==> src/rtl/slave_out_pkg.sv <==
// Shared definitions for the system bus serial read path.
// Holds the transmitter state encoding and the default word / burst-count
// widths used by both this slave transmitter and the master receiver.
package slave_out_pkg;

  localparam int DATA_LEN_DEF  = 8;
  localparam int BURST_LEN_DEF = 12;

  typedef enum logic [1:0] {
    S_IDLE  = 2'd0,
    S_FETCH = 2'd1,
    S_SEND  = 2'd2,
    S_DONE  = 2'd3
  } tx_state_t;

endpackage

==> src/rtl/slave_out_tx_word_buffer.sv <==
// tx_word_buffer: one-entry holding register for the next word of a burst.
// Ports:
//   clk, reset    clock, synchronous active-high reset (clears full only)
//   flush         drop any held word (start of burst / abort)
//   push          write data_in; only issued while empty
//   pop           consume the held word; only issued while full
//   data_in       word to hold
//   data_out      held word
//   full          a word is held
//   full_next     value full takes at the next edge, so the owner can
//                 register decodes that depend on it
module tx_word_buffer
  import slave_out_pkg::*;
#(
  parameter int DATA_LEN = DATA_LEN_DEF
) (
  input  logic                clk,
  input  logic                reset,
  input  logic                flush,
  input  logic                push,
  input  logic                pop,
  input  logic [DATA_LEN-1:0] data_in,
  output logic [DATA_LEN-1:0] data_out,
  output logic                full,
  output logic                full_next
);

  logic [DATA_LEN-1:0] data_q;

  always_comb begin
    full_next = full;
    if (flush) begin
      full_next = 1'b0;
    end else if (push) begin
      full_next = 1'b1;
    end else if (pop) begin
      full_next = 1'b0;
    end
  end

  always_ff @(posedge clk) begin
    if (reset) begin
      full <= 1'b0;
    end else begin
      full <= full_next;
    end
  end

  // Data path register carries no reset; full qualifies it.
  always_ff @(posedge clk) begin
    if (push && !flush) begin
      data_q <= data_in;
    end
  end

  assign data_out = data_q;

endmodule

==> src/rtl/slave_out.sv <==
// slave_out: slave-side serial transmitter for the bus read path.
// Fetches DATA_LEN-bit words over a ready/valid port and shifts them out
// LSB-first on tx_data/slave_valid, burst_num+1 words per request, paced by
// master_ready. Dropping approval_grant mid-transfer aborts without tx_done.
// Ports:
//   clk, reset         clock, synchronous active-high reset
//   start, burst_num   read request and word count minus one
//   approval_grant     arbiter grant, must stay high for the transfer
//   master_ready       master accepts a bit this cycle
//   word_in/valid      parallel word from slave storage
//   word_ready         word request to storage
//   slave_valid        tx_data carries a bit
//   tx_data            serial data, LSB first
//   tx_done            one-cycle pulse after the last bit
//   busy               transfer in progress
// All outputs are registered from next-state values.
module slave_out
  import slave_out_pkg::*;
#(
  parameter int DATA_LEN  = DATA_LEN_DEF,
  parameter int BURST_LEN = BURST_LEN_DEF
) (
  input  logic                 clk,
  input  logic                 reset,
  input  logic                 start,
  input  logic [BURST_LEN-1:0] burst_num,
  input  logic                 approval_grant,
  input  logic                 master_ready,
  input  logic [DATA_LEN-1:0]  word_in,
  input  logic                 word_valid,
  output logic                 word_ready,
  output logic                 slave_valid,
  output logic                 tx_data,
  output logic                 tx_done,
  output logic                 busy
);

  // Word counters are one bit wider than burst_num so a full 2^BURST_LEN
  // burst is representable.
  localparam int CW = BURST_LEN + 1;
  localparam int BW = (DATA_LEN > 1) ? $clog2(DATA_LEN) : 1;
  localparam logic [BW-1:0] LAST_BIT = BW'(DATA_LEN - 1);

  tx_state_t             state_q, state_d;
  logic [DATA_LEN-1:0]   shift_q, shift_d;
  logic [BW-1:0]         bit_q, bit_d;
  logic [CW-1:0]         fetched_q, fetched_d;
  logic [CW-1:0]         sent_q, sent_d;
  logic [BURST_LEN-1:0]  burst_q, burst_d;
  logic [CW-1:0]         total_q, total_d;

  logic                  buf_push, buf_pop, buf_flush;
  logic                  buf_full, buf_full_d;
  logic [DATA_LEN-1:0]   buf_data;

  logic                  take, beat, eow, last_word, ready_d;

  tx_word_buffer #(
    .DATA_LEN (DATA_LEN)
  ) u_buf (
    .clk       (clk),
    .reset     (reset),
    .flush     (buf_flush),
    .push      (buf_push),
    .pop       (buf_pop),
    .data_in   (word_in),
    .data_out  (buf_data),
    .full      (buf_full),
    .full_next (buf_full_d)
  );

  // Grant is folded into the handshake so a word offered on the abort
  // cycle is never taken.
  assign take      = word_ready & word_valid & approval_grant;
  assign beat      = slave_valid & master_ready;
  assign eow       = (bit_q == LAST_BIT);
  assign total_q   = {1'b0, burst_q} + CW'(1);
  assign total_d   = {1'b0, burst_d} + CW'(1);
  assign last_word = ((sent_q + CW'(1)) == total_q);

  // ---- next-state / datapath decode ----
  always_comb begin
    state_d   = state_q;
    shift_d   = shift_q;
    bit_d     = bit_q;
    fetched_d = fetched_q;
    sent_d    = sent_q;
    burst_d   = burst_q;
    buf_push  = 1'b0;
    buf_pop   = 1'b0;
    buf_flush = 1'b0;

    case (state_q)
      S_IDLE: begin
        if (start && approval_grant) begin
          burst_d   = burst_num;
          fetched_d = '0;
          sent_d    = '0;
          bit_d     = '0;
          buf_flush = 1'b1;
          state_d   = S_FETCH;
        end
      end

      S_FETCH: begin
        if (!approval_grant) begin
          fetched_d = '0;
          sent_d    = '0;
          bit_d     = '0;
          buf_flush = 1'b1;
          state_d   = S_IDLE;
        end else if (take) begin
          shift_d   = word_in;
          bit_d     = '0;
          fetched_d = fetched_q + CW'(1);
          state_d   = S_SEND;
        end
      end

      S_SEND: begin
        if (!approval_grant) begin
          fetched_d = '0;
          sent_d    = '0;
          bit_d     = '0;
          buf_flush = 1'b1;
          state_d   = S_IDLE;
        end else begin
          if (take) begin
            fetched_d = fetched_q + CW'(1);
            buf_push  = 1'b1;
          end
          if (beat) begin
            if (eow) begin
              bit_d  = '0;
              sent_d = sent_q + CW'(1);
              if (last_word) begin
                state_d = S_DONE;
              end else if (buf_full) begin
                shift_d = buf_data;
                buf_pop = 1'b1;
              end else if (take) begin
                // Word arrives on the very edge the current one ends:
                // bypass the buffer instead of stalling through FETCH.
                shift_d  = word_in;
                buf_push = 1'b0;
              end else begin
                state_d = S_FETCH;
              end
            end else begin
              shift_d = shift_q >> 1;
              bit_d   = bit_q + BW'(1);
            end
          end
        end
      end

      S_DONE: begin
        state_d = S_IDLE;
      end

      default: begin
        state_d = S_IDLE;
      end
    endcase
  end

  assign ready_d = (state_d == S_FETCH) ||
                   ((state_d == S_SEND) && !buf_full_d && (fetched_d < total_d));

  // ---- state register ----
  always_ff @(posedge clk) begin
    if (reset) begin
      state_q <= S_IDLE;
    end else begin
      state_q <= state_d;
    end
  end

  // ---- counters and registered outputs ----
  always_ff @(posedge clk) begin
    if (reset) begin
      bit_q       <= '0;
      fetched_q   <= '0;
      sent_q      <= '0;
      burst_q     <= '0;
      word_ready  <= 1'b0;
      slave_valid <= 1'b0;
      tx_data     <= 1'b0;
      tx_done     <= 1'b0;
      busy        <= 1'b0;
    end else begin
      bit_q       <= bit_d;
      fetched_q   <= fetched_d;
      sent_q      <= sent_d;
      burst_q     <= burst_d;
      word_ready  <= ready_d;
      slave_valid <= (state_d == S_SEND);
      tx_data     <= (state_d == S_SEND) ? shift_d[0] : 1'b0;
      tx_done     <= (state_d == S_DONE);
      busy        <= (state_d == S_FETCH) || (state_d == S_SEND);
    end
  end

  // ---- shift register (data, no reset) ----
  always_ff @(posedge clk) begin
    shift_q <= shift_d;
  end

endmodule

==> config.mk <==
export PLATFORM = sky130hd
export DESIGN_NAME = slave_out
export DESIGN_NICKNAME = d
export VERILOG_FILES = /design/src/rtl/slave_out_pkg.sv /design/src/rtl/slave_out_tx_word_buffer.sv /design/src/rtl/slave_out.sv
export SDC_FILE = /design/constraint.sdc
export NUM_CORES = 1
export LEC_CHECK = 0
export BUFFER_PORTS_ARGS = -buffer_cell sky130_fd_sc_hd__buf_2
export CORE_AREA = 2 2 77 115
export CTS_CLUSTER_SIZE = 20
export DETAILED_ROUTE_END_ITERATION = 8
export DIE_AREA = 0 0 79 117
export PLACE_DENSITY_LB_ADDON = 0.1
export SETUP_SLACK_MARGIN = 0.3
export SLEW_MARGIN = 40
export SYNTH_ARGS = -nofsm -noshare
export SYNTH_HDL_FRONTEND = slang
export SYNTH_SLANG_ARGS = --single-unit
==> constraint.sdc <==
create_clock -name clk -period 3.5 [get_ports clk]
set_input_delay 0.35 -clock clk [delete_from_list [all_inputs] [get_ports clk]]
set_output_delay 0.35 -clock clk [all_outputs]
set_load 0.02 [all_outputs]
==> impl_metrics.env <==
export IMPL_initial_core_util_pct=53.1
export IMPL_antenna_cells=0
export IMPL_syn_area_mm2=0.00441
export IMPL_worst_pin_slew_ns=0.809
export IMPL_cts_tree="done"
export IMPL_avgSynthCellArea_um2=8.11
export IMPL_setup_viol=0
export IMPL_arrival_ns=3.41
export IMPL_drcViolationCount=0
export IMPL_crit_family="simple AND/OR/NAND/NOR gates"
export IMPL_antenna_found_initial=0
export IMPL_peakVddDrop_mv=0.283
export IMPL_grt_pass1_wl_um=19100
export IMPL_route_vias_total=4135
export IMPL_required_ns=3.75
export IMPL_post_place_cells=673
export IMPL_multiInputGateArea_mm2=0.00300
export IMPL_clock_sinks=65
export IMPL_rsz0062_at_grt="true"
export IMPL_synth_distinct_cells=51
export IMPL_via_per_inst=5.95
export IMPL_num_nets_final=634
export IMPL_cap_violations=0
export IMPL_seq_area_mm2=0.00148
export IMPL_first_global_vias=4076
export IMPL_gr_usage_met2_pct=51.6
export IMPL_use_met1_pct=27.2
export IMPL_synth_edf_count=15
export IMPL_h_tree_depth=3
export IMPL_dr_pass1_iters=5
export IMPL_power_leakage_nw=2.03
export IMPL_drt_iter0_markers=225
export IMPL_crit_fanout=4
export IMPL_yosysSeqAreaShare_pct=32.9
export IMPL_syn2layout_area_growth_pct=20.0
export IMPL_cp_end_kind="flop"
export IMPL_clk_path_buf_depth=2
export IMPL_critical_path_class="reg2reg"
export IMPL_worstPathCellList="ha_4 -> nand3_4 -> buf_6 -> xnor3_1 -> nor4_2 -> nand4b_1 -> nor3_4 -> a41oi_2 -> or3_4 -> inv_4 -> ha_4 -> nor2b_4 -> nand3_2 -> a31oi_1 -> o21ai_1 -> o22ai_1"
export IMPL_relSlewSlack_pct=45.6
export IMPL_io_pins=31
export IMPL_ys_async_sr_fraction_pct=0
export IMPL_cp_slowest_cell="or3_4"
export IMPL_setup_tns_ns=0
export IMPL_status="complete, no violations"
export IMPL_core_mm2=0.00831
export IMPL_power_density_mw_per_mm2=378
export IMPL_gp_congestion=0.898
export IMPL_worstHoldPathCells=1
export IMPL_cpPeakStageDelay_ns=0.41
export IMPL_yosysWarnings=0
export IMPL_root_buffer="clkbuf_16"
export IMPL_clock_skew_ns=0.00780
export IMPL_finalHoldViolations=0
export IMPL_routedWlPerCell_um=17.2
export IMPL_worstSetupStartpointType="flop"
export IMPL_worstRegToRegCells=16
export IMPL_drt_wl_total_um=11900
export IMPL_grt_overflow=0
export IMPL_met3_usage_pct=4.45
export IMPL_ys_seq_elements=65
export IMPL_cp_depth=16
export IMPL_cts_clk_slew_worst_paths_ns=0.06
export IMPL_dp_hpwl_um=8990
export IMPL_num_fill_cells=760
export IMPL_top_usage_layer="met2"
export IMPL_period_minus_slack_ns=3.16
export IMPL_fin_cells=695
export IMPL_ant_nets=0
export IMPL_max_freq_ghz=0.317
export IMPL_drv_slew=0
export IMPL_p_total_mw=2.00
export IMPL_grt_max_degree=31
export IMPL_min_path_type="in2reg"
export IMPL_critPathBufInv=2
export IMPL_track_usage_pct=26.7
export IMPL_ys_flop_type="dfxtp_1"
export IMPL_fin_crit_sh_pct=90.1
export IMPL_drive_above_1_share_pct=20.1
export IMPL_die_x_um=79
export IMPL_clk_latency_ns=0.33
export IMPL_synth_fp_nets=595
export IMPL_cts_made_buffers=9
export IMPL_die_y_um=117
export IMPL_port_buffers=30
export IMPL_rows=41
export IMPL_cpMostUsedCell="ha_4"
export IMPL_die_area_mm2=0.00924
export IMPL_synthCells=544
## final cells by class
cell class / instances / share of cell area (%)
flip-flops and latches: 65 / 28.0
well taps: 107 / 2.53
repair buffers: 53 / 6.40
inverters: 13 / 0.969
clock inverters: 3 / 0.756
multi-input cells: 441 / 56.6
clock buffers: 13 / 4.73
## sequential cells by signal, summed over array words and instances, names as in the netlist
register        flops
burst_q            12
u_buf.full          1
fetched_q          13
tx_done             1
shift_q             8
sent_q             13
bit_q               3
word_ready          1
state_q             2
u_buf.data_out      8
tx_data             1
busy                1
slave_valid         1
## stage by stage
stage / area (µm²) / setup slack [ns] / hold WS, ns / utilization [%]
after CTS: 5140 / 0.304 / 0.201 / 61.8
after floorplan: 4480 / 0.312 / 0.441 / -
after detailed placement: 4780 / 0.0383 / 0.468 / 57.6
final: 5300 / 0.345 / 0.213 / 63.7
after global routing: 5300 / 0.227 / 0.203 / 63.7
after global placement: 4780 / 0.154 / 0.457 / 57.6
## report_power, final
part           switching (mW)  total, mW  internal, mW
logic                   0.178      0.308         0.130
registers              0.0263      0.813         0.787
clock network           0.313      0.882         0.569
total                   0.518       2.00          1.49
## Yosys cell counts (10+ instances only)
cell type | count | share of area (%)
nand2_1 | 57 | 4.8
nor2_1 | 55 | 4.7
dfxtp_1 | 50 | 23
o21ai_0 | 44 | 5.0
a21oi_1 | 41 | 4.6
nand3_1 | 36 | 4.1
ha_1 | 25 | 7.1
clkbuf_1 | 23 | 2.0
nor2b_1 | 23 | 3.3
mux2i_1 | 17 | 3.9
edfxtp_1 | 15 | 10
xnor2_1 | 14 | 2.8
inv_1 | 13 | 1.1
nor3_1 | 12 | 1.4
and3_1 | 11 | 1.6
xor2_1 | 10 | 2.0
## layout by cell type, fill, tap and decap left out, types with 6 or more instances in the layout
cell / synthesis / final
a21o_1: 9 / 9
a21oi_1: 41 / 41
a221oi_1: 7 / 7
a31oi_1: 6 / 6
and3_1: 11 / 10
buf_2: 1 / 30
buf_4: 0 / 21
clkbuf_16: 0 / 9
dfxtp_1: 50 / 34
dfxtp_2: 0 / 12
edfxtp_1: 15 / 15
ha_1: 25 / 20
inv_1: 13 / 10
mux2i_1: 17 / 17
nand2_1: 57 / 56
nand3_1: 36 / 30
nand4_1: 8 / 8
nor2_1: 55 / 53
nor2b_1: 23 / 22
nor3_1: 12 / 11
o21ai_0: 44 / 39
or3_1: 7 / 7
xnor2_1: 14 / 13
xnor3_1: 7 / 7
xor2_1: 10 / 10
## final timing paths
check	start	endpoint	slack, ns
worst max register to register	burst_q[1]	word_ready	0.34
worst min register to register	bit_q[2]	bit_q[2]	0.47
worst max-delay path	burst_q[1]	word_ready	0.34
worst min-delay path	word_in[7]	u_buf.data_out[7]	0.21
## cells by family (layout without fill, tap and decap cells)
logic type      Yosys count  count (layout)  share of synthesized area [%]
mux                      18              18                           4.11
flops                    65              65                           32.9
buf+inv                  38              82                           3.26
xor+xnor                 31              31                           8.34
fa+ha+maj                25              25                           7.09
simple gates            239             239                           27.2
compound gates          128             128                           17.2
## repair_timing
action                     4_1_cts  5_1_grt
hold buffers                     0        0
buffers inserted                 1        5
setup endpoints to repair       10       10
resized for setup               21       32
hold endpoints to repair         0        0
pin swaps                        4       13
## layer usage
layer  wire length, µm  share of wire (%)  vias to the layer above
li1                  -                  -                     2035
met5                 0                  0                        -
met1              4640                 39                     1976
met2              6510                 55                       90
met3               348                2.9                       34
met4               429                3.6                        0
Power figures use the tool's default switching activity.
